`src/rtl/cpu_pkg.sv`:
```
// -----------------------------------------------------------------------------
// cpu_pkg
// Shared definitions for the execute sequencer: datapath widths, FSM state
// encoding, the opcodes the sequencer treats specially, and helpers that
// slice the 16-bit instruction word into its fields.
//   instr[15:12] alu_sel, [11:10] rd, [9:8] rs, [7] imm_en, [6:0] imm
// -----------------------------------------------------------------------------
package cpu_pkg;

    localparam int DATA_W  = 8;
    localparam int IMM_W   = 7;
    localparam int NREGS   = 4;
    localparam int RADDR_W = 2;
    localparam int INSTR_W = 16;

    localparam logic [3:0] OP_ADD = 4'b0000;
    localparam logic [3:0] OP_DIV = 4'b0011;

    typedef enum logic [1:0] {
        IDLE   = 2'd0,
        DECODE = 2'd1,
        EXEC   = 2'd2,
        WB     = 2'd3
    } state_e;

    function automatic logic [3:0] f_sel(input logic [INSTR_W-1:0] ins);
        return ins[15:12];
    endfunction

    function automatic logic [RADDR_W-1:0] f_rd(input logic [INSTR_W-1:0] ins);
        return ins[11:10];
    endfunction

    function automatic logic [RADDR_W-1:0] f_rs(input logic [INSTR_W-1:0] ins);
        return ins[9:8];
    endfunction

    function automatic logic f_imm_en(input logic [INSTR_W-1:0] ins);
        return ins[7];
    endfunction

    // Immediate is unsigned: zero-extend to the datapath width.
    function automatic logic [DATA_W-1:0] f_imm_zext(input logic [INSTR_W-1:0] ins);
        return {{(DATA_W-IMM_W){1'b0}}, ins[IMM_W-1:0]};
    endfunction

endpackage

```
`src/rtl/alu_exec_sequencer_if.sv`:
```
// -----------------------------------------------------------------------------
// alu_exec_sequencer_if
// Instruction handshake between the fetch stage and the execute sequencer.
//   instr_valid  fetch -> sequencer  instruction available
//   instr_ready  sequencer -> fetch  sequencer can accept an instruction
//   instr        fetch -> sequencer  16-bit instruction word
// master: fetch side.  slave: sequencer side.
// -----------------------------------------------------------------------------
interface alu_exec_sequencer_if;
    import cpu_pkg::*;

    logic               instr_valid;
    logic               instr_ready;
    logic [INSTR_W-1:0] instr;

    modport master (output instr_valid, output instr, input instr_ready);
    modport slave  (input instr_valid, input instr, output instr_ready);

endinterface

```
`src/rtl/regfile_4x8.sv`:
```
// -----------------------------------------------------------------------------
// regfile_4x8
// Four 8-bit registers, two asynchronous read ports, one synchronous write
// port, cleared by the synchronous active-low reset.
//   clk, rst_n          clock / synchronous active-low clear
//   we, waddr, wdata    write port
//   raddr_a, rdata_a    read port A (combinational)
//   raddr_b, rdata_b    read port B (combinational)
// -----------------------------------------------------------------------------
module regfile_4x8
    import cpu_pkg::*;
(
    input  logic               clk,
    input  logic               rst_n,
    input  logic               we,
    input  logic [RADDR_W-1:0] waddr,
    input  logic [DATA_W-1:0]  wdata,
    input  logic [RADDR_W-1:0] raddr_a,
    output logic [DATA_W-1:0]  rdata_a,
    input  logic [RADDR_W-1:0] raddr_b,
    output logic [DATA_W-1:0]  rdata_b
);

    logic [DATA_W-1:0] mem_q [NREGS];

    // Register storage: clear on reset, otherwise single write port.
    always_ff @(posedge clk) begin
        if (!rst_n) begin
            for (int i = 0; i < NREGS; i++) begin
                mem_q[i] <= {DATA_W{1'b0}};
            end
        end else if (we) begin
            mem_q[waddr] <= wdata;
        end
    end

    assign rdata_a = mem_q[raddr_a];
    assign rdata_b = mem_q[raddr_b];

endmodule

```
`src/rtl/alu_exec_sequencer.sv`:
```
// -----------------------------------------------------------------------------
// alu_exec_sequencer
// Multi-cycle execute controller in front of the 8-bit ALU. One instruction
// per four cycles: IDLE (accept) -> DECODE (drive ALU operands) -> EXEC
// (capture ALU result) -> WB (write back, pulse result_valid, update flags).
// Ports:
//   clk, rst_n        clock / synchronous active-low reset
//   instr_if (slave)  instr_valid / instr_ready / instr handshake
//   alu_a/b/sel       registered ALU operands and opcode
//   alu_out/carry     ALU result inputs
//   result_valid/rd/data  writeback report, valid only during WB
//   flag_zero/carry   status flags of the last writeback / last ADD
//   busy              high whenever not IDLE
//   div_err           only with DIV_ZERO_TRAP_EN: sticky divide-by-zero flag
// Build option: define DIV_ZERO_TRAP_EN to suppress the writeback of a DIV
// by zero (result_data forced to 8'hFF, flags held, div_err set).
// -----------------------------------------------------------------------------
module alu_exec_sequencer
    import cpu_pkg::*;
(
    input  logic                 clk,
    input  logic                 rst_n,
    alu_exec_sequencer_if.slave  instr_if,
    output logic [DATA_W-1:0]    alu_a,
    output logic [DATA_W-1:0]    alu_b,
    output logic [3:0]           alu_sel,
    input  logic [DATA_W-1:0]    alu_out,
    input  logic                 alu_carry,
    output logic                 result_valid,
    output logic [RADDR_W-1:0]   result_rd,
    output logic [DATA_W-1:0]    result_data,
    output logic                 flag_zero,
    output logic                 flag_carry,
    output logic                 busy
`ifdef DIV_ZERO_TRAP_EN
    ,
    output logic                 div_err
`endif
);

    state_e              state_q, state_d;
    logic [INSTR_W-1:0]  instr_q;
    logic [DATA_W-1:0]   alu_a_q, alu_b_q;
    logic [3:0]          alu_sel_q;
    logic                carry_hold_q;
    logic                trap_q;
    logic                result_valid_q;
    logic [RADDR_W-1:0]  result_rd_q;
    logic [DATA_W-1:0]   result_data_q;
    logic                flag_zero_q, flag_carry_q;
    logic                instr_ready_q, busy_q;

    logic                accept_s;
    logic                trap_s;
    logic                wr_en_s;
    logic [DATA_W-1:0]   rd_a_data_s, rd_b_data_s;

    // instr_ready_q is only ever high in IDLE, so this is the IDLE handshake.
    assign accept_s = instr_if.instr_valid & instr_ready_q;

`ifdef DIV_ZERO_TRAP_EN
    assign trap_s = (alu_sel_q == OP_DIV) && (alu_b_q == {DATA_W{1'b0}});
`else
    assign trap_s = 1'b0;
`endif

    assign wr_en_s = (state_q == WB) && !trap_q;

    regfile_4x8 u_regfile (
        .clk     (clk),
        .rst_n   (rst_n),
        .we      (wr_en_s),
        .waddr   (result_rd_q),
        .wdata   (result_data_q),
        .raddr_a (f_rd(instr_q)),
        .rdata_a (rd_a_data_s),
        .raddr_b (f_rs(instr_q)),
        .rdata_b (rd_b_data_s)
    );

    // Next-state logic of the four-phase execute sequence.
    always_comb begin
        state_d = state_q;
        case (state_q)
            IDLE: begin
                if (accept_s) begin
                    state_d = DECODE;
                end else begin
                    state_d = IDLE;
                end
            end
            DECODE:  state_d = EXEC;
            EXEC:    state_d = WB;
            WB:      state_d = IDLE;
            default: state_d = IDLE;
        endcase
    end

    // State register and datapath registers. Status outputs are derived from
    // state_d so they are registered yet aligned with the state they describe.
    always_ff @(posedge clk) begin
        if (!rst_n) begin
            state_q        <= IDLE;
            instr_q        <= {INSTR_W{1'b0}};
            alu_a_q        <= {DATA_W{1'b0}};
            alu_b_q        <= {DATA_W{1'b0}};
            alu_sel_q      <= 4'b0000;
            carry_hold_q   <= 1'b0;
            trap_q         <= 1'b0;
            result_valid_q <= 1'b0;
            result_rd_q    <= {RADDR_W{1'b0}};
            result_data_q  <= {DATA_W{1'b0}};
            flag_zero_q    <= 1'b0;
            flag_carry_q   <= 1'b0;
            instr_ready_q  <= 1'b1;
            busy_q         <= 1'b0;
        end else begin
            state_q        <= state_d;
            instr_ready_q  <= (state_d == IDLE);
            busy_q         <= (state_d != IDLE);
            result_valid_q <= (state_d == WB);
            case (state_q)
                IDLE: begin
                    if (accept_s) begin
                        instr_q <= instr_if.instr;
                    end
                end
                DECODE: begin
                    alu_a_q   <= rd_a_data_s;
                    alu_b_q   <= f_imm_en(instr_q) ? f_imm_zext(instr_q) : rd_b_data_s;
                    alu_sel_q <= f_sel(instr_q);
                end
                EXEC: begin
                    // The result register doubles as the holding register, so
                    // result_data is already stable for the whole WB cycle.
                    result_data_q <= trap_s ? {DATA_W{1'b1}} : alu_out;
                    result_rd_q   <= f_rd(instr_q);
                    carry_hold_q  <= alu_carry;
                    trap_q        <= trap_s;
                end
                WB: begin
                    if (!trap_q) begin
                        flag_zero_q <= (result_data_q == {DATA_W{1'b0}});
                        if (alu_sel_q == OP_ADD) begin
                            flag_carry_q <= carry_hold_q;
                        end
                    end
                end
                default: begin
                end
            endcase
        end
    end

`ifdef DIV_ZERO_TRAP_EN
    logic div_err_q;

    // Sticky divide-by-zero indication, cleared only by reset.
    always_ff @(posedge clk) begin
        if (!rst_n) begin
            div_err_q <= 1'b0;
        end else if ((state_q == EXEC) && trap_s) begin
            div_err_q <= 1'b1;
        end
    end

    assign div_err = div_err_q;
`endif

    assign instr_if.instr_ready = instr_ready_q;
    assign alu_a        = alu_a_q;
    assign alu_b        = alu_b_q;
    assign alu_sel      = alu_sel_q;
    assign result_valid = result_valid_q;
    assign result_rd    = result_rd_q;
    assign result_data  = result_data_q;
    assign flag_zero    = flag_zero_q;
    assign flag_carry   = flag_carry_q;
    assign busy         = busy_q;

endmodule

```
`src/flat_wrapper.sv`:
```
// flat-port wrapper written by rule: the top's interface ports become plain ports
module alu_exec_sequencer_flat import cpu_pkg::*;
  (clk, rst_n, alu_a, alu_b, alu_sel, alu_out, alu_carry, result_valid, result_rd, result_data, flag_zero, flag_carry, busy, instr_if_instr_valid, instr_if_instr, instr_if_instr_ready);
  alu_exec_sequencer_if instr_if_i ();
  input  logic clk;
  input  logic rst_n;
  output logic [DATA_W-1:0] alu_a;
  output logic [DATA_W-1:0] alu_b;
  output logic [3:0] alu_sel;
  input  logic [DATA_W-1:0] alu_out;
  input  logic alu_carry;
  output logic result_valid;
  output logic [RADDR_W-1:0] result_rd;
  output logic [DATA_W-1:0] result_data;
  output logic flag_zero;
  output logic flag_carry;
  output logic busy;
  input wire logic [$bits(instr_if_i.instr_valid)-1:0] instr_if_instr_valid;
  input wire logic [$bits(instr_if_i.instr)-1:0] instr_if_instr;
  output wire logic [$bits(instr_if_i.instr_ready)-1:0] instr_if_instr_ready;
  assign instr_if_i.instr_valid = instr_if_instr_valid;
  assign instr_if_i.instr = instr_if_instr;
  assign instr_if_instr_ready = instr_if_i.instr_ready;
  alu_exec_sequencer u_core (.clk(clk), .rst_n(rst_n), .instr_if(instr_if_i), .alu_a(alu_a), .alu_b(alu_b), .alu_sel(alu_sel), .alu_out(alu_out), .alu_carry(alu_carry), .result_valid(result_valid), .result_rd(result_rd), .result_data(result_data), .flag_zero(flag_zero), .flag_carry(flag_carry), .busy(busy));
endmodule
```
`config.mk`:
```
export PLATFORM = sky130hd
export DESIGN_NAME = alu_exec_sequencer_flat
export DESIGN_NICKNAME = d
export VERILOG_FILES = /design/src/rtl/cpu_pkg.sv /design/src/rtl/alu_exec_sequencer_if.sv /design/src/rtl/regfile_4x8.sv /design/src/rtl/alu_exec_sequencer.sv /design/src/flat_wrapper.sv
export SDC_FILE = /design/constraint.sdc
export NUM_CORES = 1
export LEC_CHECK = 0
export BUFFER_PORTS_ARGS = -buffer_cell sky130_fd_sc_hd__buf_2
export CAP_MARGIN = 20
export CELL_PAD_IN_SITES_DETAIL_PLACEMENT = 0
export CELL_PAD_IN_SITES_GLOBAL_PLACEMENT = 2
export CORE_AREA = 5 5 107 109
export DETAILED_ROUTE_END_ITERATION = 7
export DIE_AREA = 0 0 112 114
export HOLD_SLACK_MARGIN = 0.1
export PLACE_DENSITY_LB_ADDON = 0.05
export SETUP_SLACK_MARGIN = 0.05
export SYNTH_ARGS = -nofsm -noshare
export SYNTH_HDL_FRONTEND = slang
export SYNTH_HIERARCHICAL = 1
export SYNTH_SLANG_ARGS = --single-unit
```
`constraint.sdc`:
```
create_clock -name clk -period 1.9 [get_ports clk]
set_input_delay 0 -clock clk [delete_from_list [all_inputs] [get_ports clk]]
set_output_delay 0 -clock clk [all_outputs]
set_load 0.1 [all_outputs]
```
==> metrics, run 1 <==
synthesized flop and latch total=86; status=finished clean; CP Capture Type=flip-flop; Clk Latency, worst-skew pair=0.35 ns; core footprint=0.0105 mm2; vias in the first global route=2617; Final Cycle Share=91.9%; Iter 0 DRT Violations=78; vias=2532; RSZ-0062 raised after global routing=no; pins over their slew limit=0; CP delay by family, top=buffers and inverters; commonest cells in the netlist=dfxtp_1 (54), nand2_1 (42), edfxtp_1 (32), mux2i_1 (30), and2_1 (27); Hold Fails Final Rpt=0; Nets=433; Metal-1 WL=4.18 mm; WL/cell=15.4 um; root buffer cell=clkbuf_8; Worst Setup Start Kind=flip-flop; final setup vio count=0; cells along the critical path=inv_1 -> ha_1 -> buf_4 -> mux2i_1 -> nor2b_1 -> dlygate4sd3_1; routed wl met2=3.74 mm; initial antenna violation count=0; top_reg_cell synth=dfxtp_1; Post-synth ARST share=0%; DRT Pass-1 Iters=4; Setup crit start=u_core/state_q[0]; critical path type=reg2reg; GRT Resource Usage Total=13.9%; Syn Nets=341; post-route cell area=0.00477 mm2; CTS H-Tree Depth=3; max cap viols=0; Min-Delay Startpoint=instr_if_instr[8]; vias per cell=4.65; Total Wirelength=8.38 mm; Port Buf Inserts=62; area leader, netlist=dfxtp_1; leakage=1.93 nW; die width=112 um; grt ovf=0; crit-path max FO=11; Top Layer Used=met4; post-synth cell types=33; placed instance area=0.00427 mm2; Final min period=1.75 ns; top cell type's share of synthesized area=28.1%; number of cell rows=38; f_max=0.573 GHz; first-pass GRT wire length=14.0 mm; yosys warns=6; Placement Setup Slack=0.216 ns; Initial Util=36.7%; Die Y=114 um; Seq/Total Area, Yosys=53.0%; pwr dens=987 mW/mm2; peak supply drop=424 uV; Setup WS post-layout=0.154 ns; Layout Skew=0.0108 ns; number of flops mapped to enable cells by yosys=32; Worst EP required=2.15 ns; Cells after Synth=308; post-synthesis cell area=0.00385 mm2; pin count of the biggest net entering global routing=56; share of cells above drive strength 1=29.9%; Routed Antenna Nets=0; Clock Sinks=86; Relative slew margins=59.6%; ranking of synthesized cells by area=dfxtp_1 (28%), edfxtp_1 (25%), mux4_2 (9.4%); most common cell in the netlist=dfxtp_1; slowest CP cell=dlygate4sd3_1; HP Class=in2reg; Post-Layout Cell Count=545; Inst Count DP=501; post-DP HPWL=5.97 mm; diodes inserted=0; Clock Tree Buf Depth=2; I/O pin total=63; CTS tree=yes; Layout area overhead=23.7%; arrival time of the worst setup path=1.99 ns; Placer Congestion=0.744; fill count=1019; Worst path max stage delay=0.54 ns; Reg2Reg Setup Slack=0.15 ns; DRC Markers=0; Post-Syn Area per Cell=12.5 um2; worst reg2reg startpoint=u_core/state_q[0]; met3 WL=382 um; WP buf/inv=3; worst slew pin tran=0.606 ns; die area=0.0128 mm2; clock-pin transition on the worst setup and hold timing paths=0.10 ns; CTS Buf Count=9
## worst min-delay path, cell delays in order
cell and delay [ns]:
dlygate4sd3_1 0.53, buf_2 0.12, nand2_2 0.05, a21boi_2 0.04
## logic make-up (layout without fill, tap and decap cells)
group / Yosys count / count (layout) / synth area share, %
AO/OA/AOI/OAI: 31 / 31 / 7.21
multiplexers: 46 / 46 / 17.1
flip-flops: 86 / 86 / 53.0
buffers and inverters: 24 / 121 / 4.22
AND/OR/NAND/NOR: 116 / 116 / 16.8
adder cells (fa/ha/maj): 5 / 5 / 1.62
## metal layers
layer / track usage [%] / vias to the layer above
met3: 3.66 / 7
met1: 19.3 / 1199
met2: 21.5 / 53
met5: 0 / -
li1: - / 1273
met4: 4.09 / 0
## final cells by class
| type | instances | area [um2] | area share (%) |
|---|---|---|---|
| Clock inverter | 7 | 85.1 | 1.79 |
| Tap cell | 140 | 175 | 3.68 |
| Clock buffer | 9 | 124 | 2.60 |
| Timing Repair Buffer | 101 | 673 | 14.1 |
| Sequential cell | 86 | 2040 | 42.9 |
| Inverter | 4 | 15.0 | 0.315 |
| Multi-Input combinational cell | 198 | 1650 | 34.6 |
## repair_timing
action / CTS / global route
hold buffers: 28 / 0
setup endpoints to repair: 0 / 8
hold endpoints to repair: 29 / 0
resized for setup: 0 / 1
buffers inserted: 0 / 0
## registers in the layout (all words and copies together) (netlist names)
name and flops:
u_core/flag_carry 1, u_core/alu_sel 4, u_core/instr_q 16, u_core/instr_if.instr_ready 1, u_core/alu_b 8, u_core/alu_a 8
u_core/carry_hold_q 1, u_core/result_rd 2, u_core/u_regfile/mem_q 32, u_core/state_q 2, u_core/busy 1, u_core/result_valid 1
u_core/flag_zero 1, u_core/result_data 8
## stage by stage
stage	setup TNS [ns]	utilization, %	power, mW	hold slack, ns
detailed placement	0	40.7	3.37	0.258
finish	0	45.4	4.70	0.426
global route	0	45.4	4.96	0.420
CTS	0	45.3	4.80	0.404
floorplan	-1.48	-	3.16	0.127
global placement	0	40.7	3.36	0.249
## path summary, 6_finish.rpt
path / endpoint / cells past startpoint
max: u_core/result_data[3] / 6
min reg2reg: u_core/instr_q[5] / 2
min: u_core/instr_q[8] / 4
max reg2reg: u_core/result_data[3] / 6
## power breakdown
part	internal, mW	switching [mW]	leakage [nW]	total, mW
logic	0.374	0.806	1.05	1.18
clock network	0.638	0.716	0.107	1.35
registers	2.05	0.124	0.771	2.17
## cell usage in the layout, fill, tap and decap left out, types with 7 or more instances in the layout
cell type | Yosys | routed
a21boi_0 | 7 | 7
a21boi_2 | 10 | 10
and2_1 | 27 | 27
and3_1 | 9 | 9
buf_2 | 3 | 62
buf_4 | 1 | 11
clkbuf_8 | 0 | 9
dfxtp_1 | 54 | 53
dlygate4sd3_1 | 0 | 28
edfxtp_1 | 32 | 32
mux2i_1 | 30 | 30
mux4_2 | 16 | 16
nand2_1 | 42 | 42
nor2b_1 | 23 | 23
o211a_1 | 7 | 7
No activity file was read; power rests on OpenSTA's default activity.
==> run 2: changes to the inputs <==
==> constraint.sdc (replaced) <==
create_clock -name clk -period 1.7 [get_ports clk]
set_input_delay 0 -clock clk [delete_from_list [all_inputs] [get_ports clk]]
set_output_delay 0 -clock clk [all_outputs]
set_load 0.1 [all_outputs]
==> run 2 against run 1 <==
  * Total power is 7.2% higher
  * First-iteration DRC count is 2.6% lower
  * Die area stayed put
  * Sequential power is 12% higher
  * Worst setup slack better by 0.037 ns
  * Via count is 2.5% higher
==> metrics, run 2 (synthesized netlist as in run 1, its figures left out) <==
share of cells above drive strength 1=30.0% (+0.099 points); DRT Pass-1 Iters=4 (unchanged); CTS H-Tree Depth=3 (unchanged); crit-path max FO=9 (-2); Inst Count DP=505 (+0.80%); diodes inserted=0 (unchanged); die area=0.0128 mm2 (unchanged); Hold Fails Final Rpt=0 (unchanged); postcts setup bufs=0 (unchanged); max reg flops=32 (unchanged); vias per cell=4.74 (+2.1%); Fin Setup TNS=0 ns (unchanged); hold endpoint=u_core/instr_if.instr_ready; leakage=1.92 nW (-0.53%); pwr dens=1060 mW/mm2 (+7.1%); Min-Delay Startpoint=instr_if_instr_valid; core footprint=0.0105 mm2 (unchanged); HP Class=in2reg; vias=2595 (+2.5%); f_max=0.663 GHz (+16%); Final Cycle Share=88.8% (-3.1 points); Nets=435 (+0.46%); Clock Tree Buf Depth=2 (unchanged); CTS Buf Count=9 (unchanged); GRT Resource Usage Total=15.3% (+1.4 points); CTS tree=yes; Clk Latency, worst-skew pair=0.35 ns (about the same); Total Wirelength=9.29 mm (+11%); commonest non-fill, non-tap cell in the layout=buf_2; status=finished clean; Port Buf Inserts=62 (unchanged); Hold Path Cell Cnt=4 (unchanged); RSZ-0062 raised after global routing=no; Final min period=1.51 ns (-0.237 ns); arrival time of the worst setup path=1.76 ns (-0.23 ns); Worst EP required=1.95 ns (-0.20 ns); Layout area overhead=23.9%; CP Capture Type=flip-flop; Post-Layout Cell Count=547 (+0.37%); Largest Register=u_core/u_regfile/mem_q; Layout Skew=0.00861 ns (-0.00219 ns); final setup vio count=0 (unchanged); Routed Antenna Nets=0 (unchanged); grt ovf=0 (unchanged); WL/cell=17.0 um (+11%); DRC Markers=0 (unchanged); vias in the first global route=2668 (+1.9%); post-DP HPWL=6.37 mm (+6.7%); worst reg2reg path depth=4 (-2); Iter 0 DRT Violations=76 (-2.6%); biggest regs=u_core/u_regfile/mem_q x32, u_core/instr_q x16; Reg2Reg Setup Slack=0.19 ns (+0.04 ns); worst reg2reg startpoint=u_core/instr_q[9]; clock-pin transition on the worst setup and hold timing paths=0.08 ns (-0.02 ns); Worst Setup Start Kind=flip-flop; first-pass GRT wire length=15.0 mm (+7.2%); most frequent cells in the layout=buf_2 (62), dfxtp_1 (51), nand2_1 (41); die width=112 um (unchanged); Die Y=114 um (unchanged); pins over their slew limit=0 (unchanged); Crit Reg-Reg Endpoint=u_core/alu_b[3]; Clock Sinks=86 (unchanged); Relative slew margins=54.1% (-5.5 points); Placer Congestion=0.800 (+7.5%); I/O pin total=63 (unchanged); number of cell rows=38 (unchanged); pin count of the biggest net entering global routing=29 (-48%); Initial Util=36.7% (unchanged); worst slew pin tran=0.689 ns (+0.0828 ns); peak supply drop=401 uV (-5.5%); initial antenna violation count=0 (unchanged); critical path type=reg2reg; max cap viols=0 (unchanged); root buffer cell=clkbuf_8
-- run 2: changes by cell type in the layout (fill, tap and decap cells not counted), moves of 2 or more --
cell and delta:
dfxtp_2 +2, o21ai_1 +2, dlygate4sd3_1 -2, dfxtp_1 -2
buf_12 +4, o21ai_0 -2, clkbuf_1 +7, inv_6 -4
-- run 2: routing by layer --
metal,wire length (um),global-route usage (%)
met5,0,0
met4,95,6.25
met3,389,2.65
met2,4080,23.6
met1,4730,21.6
-- run 2: stage by stage --
| stage | total power, mW | util (%) | worst slack [ns] | area, um2 | hold slack (ns) |
|---|---|---|---|---|---|
| global placement | 3.85 | 41.5 | 0.0758 | 4360 | 0.248 |
| global route | 5.31 | 45.4 | 0.100 | 4770 | 0.220 |
| floorplan | 3.54 | - | 0.112 | 3860 | 0.127 |
| finish | 5.04 | 45.4 | 0.191 | 4770 | 0.165 |
| detailed placement | 3.86 | 41.5 | 0.0145 | 4360 | 0.252 |
| CTS | 5.13 | 45.4 | 0.111 | 4770 | 0.128 |
-- run 2: final cells by class --
| type | count | area [um2] |
|---|---|---|
| fillers | 985 | 5730 |
| flip-flops and latches | 86 | 2050 |
| multi-input cells | 198 | 1650 |
| repair buffers | 103 | 733 |
| well taps | 140 | 175 |
| clock buffers | 16 | 150 |
| inverters | 4 | 15.0 |
-- run 2: power by group --
part           internal [mW]  switching [mW]  total, mW
clock network          0.538           0.671       1.21
logic                  0.465           0.938       1.40
registers               2.29           0.145       2.43
total                   3.29            1.75       5.04
-- run 2: worst max-delay path, cell delays in order (launching register included) --
cell     delay, ns
dfxtp_1       0.64
mux4_2        0.42
mux2i_1       0.17
nand2_1       0.07
o211a_1       0.10
-- run 2: repair_timing --
action                                  in CTS  in global routing
hold buffers                                26                  0
endpoints found under the setup margin      20                 25
resized for setup                            2                  1
endpoints found under the hold margin       26                  0
-- run 2: worst max-delay path by stage --
stage | from | end | slack, ns | cells past startpoint
2_1_floorplan | u_core/result_rd[1] | u_core/u_regfile/mem_q[2][0] | 0.11 | 2
3_3_place_gp | u_core/state_q[1] | u_core/u_regfile/mem_q[3][3] | 0.08 | 3
3_5_place_dp | u_core/state_q[0] | u_core/instr_q[6] | 0.01 | 5
4_1_cts | u_core/state_q[1] | u_core/u_regfile/mem_q[2][0] | 0.11 | 3
5_1_grt | u_core/state_q[0] | u_core/result_data[3] | 0.10 | 4
6_report | u_core/instr_q[9] | u_core/alu_b[3] | 0.19 | 4
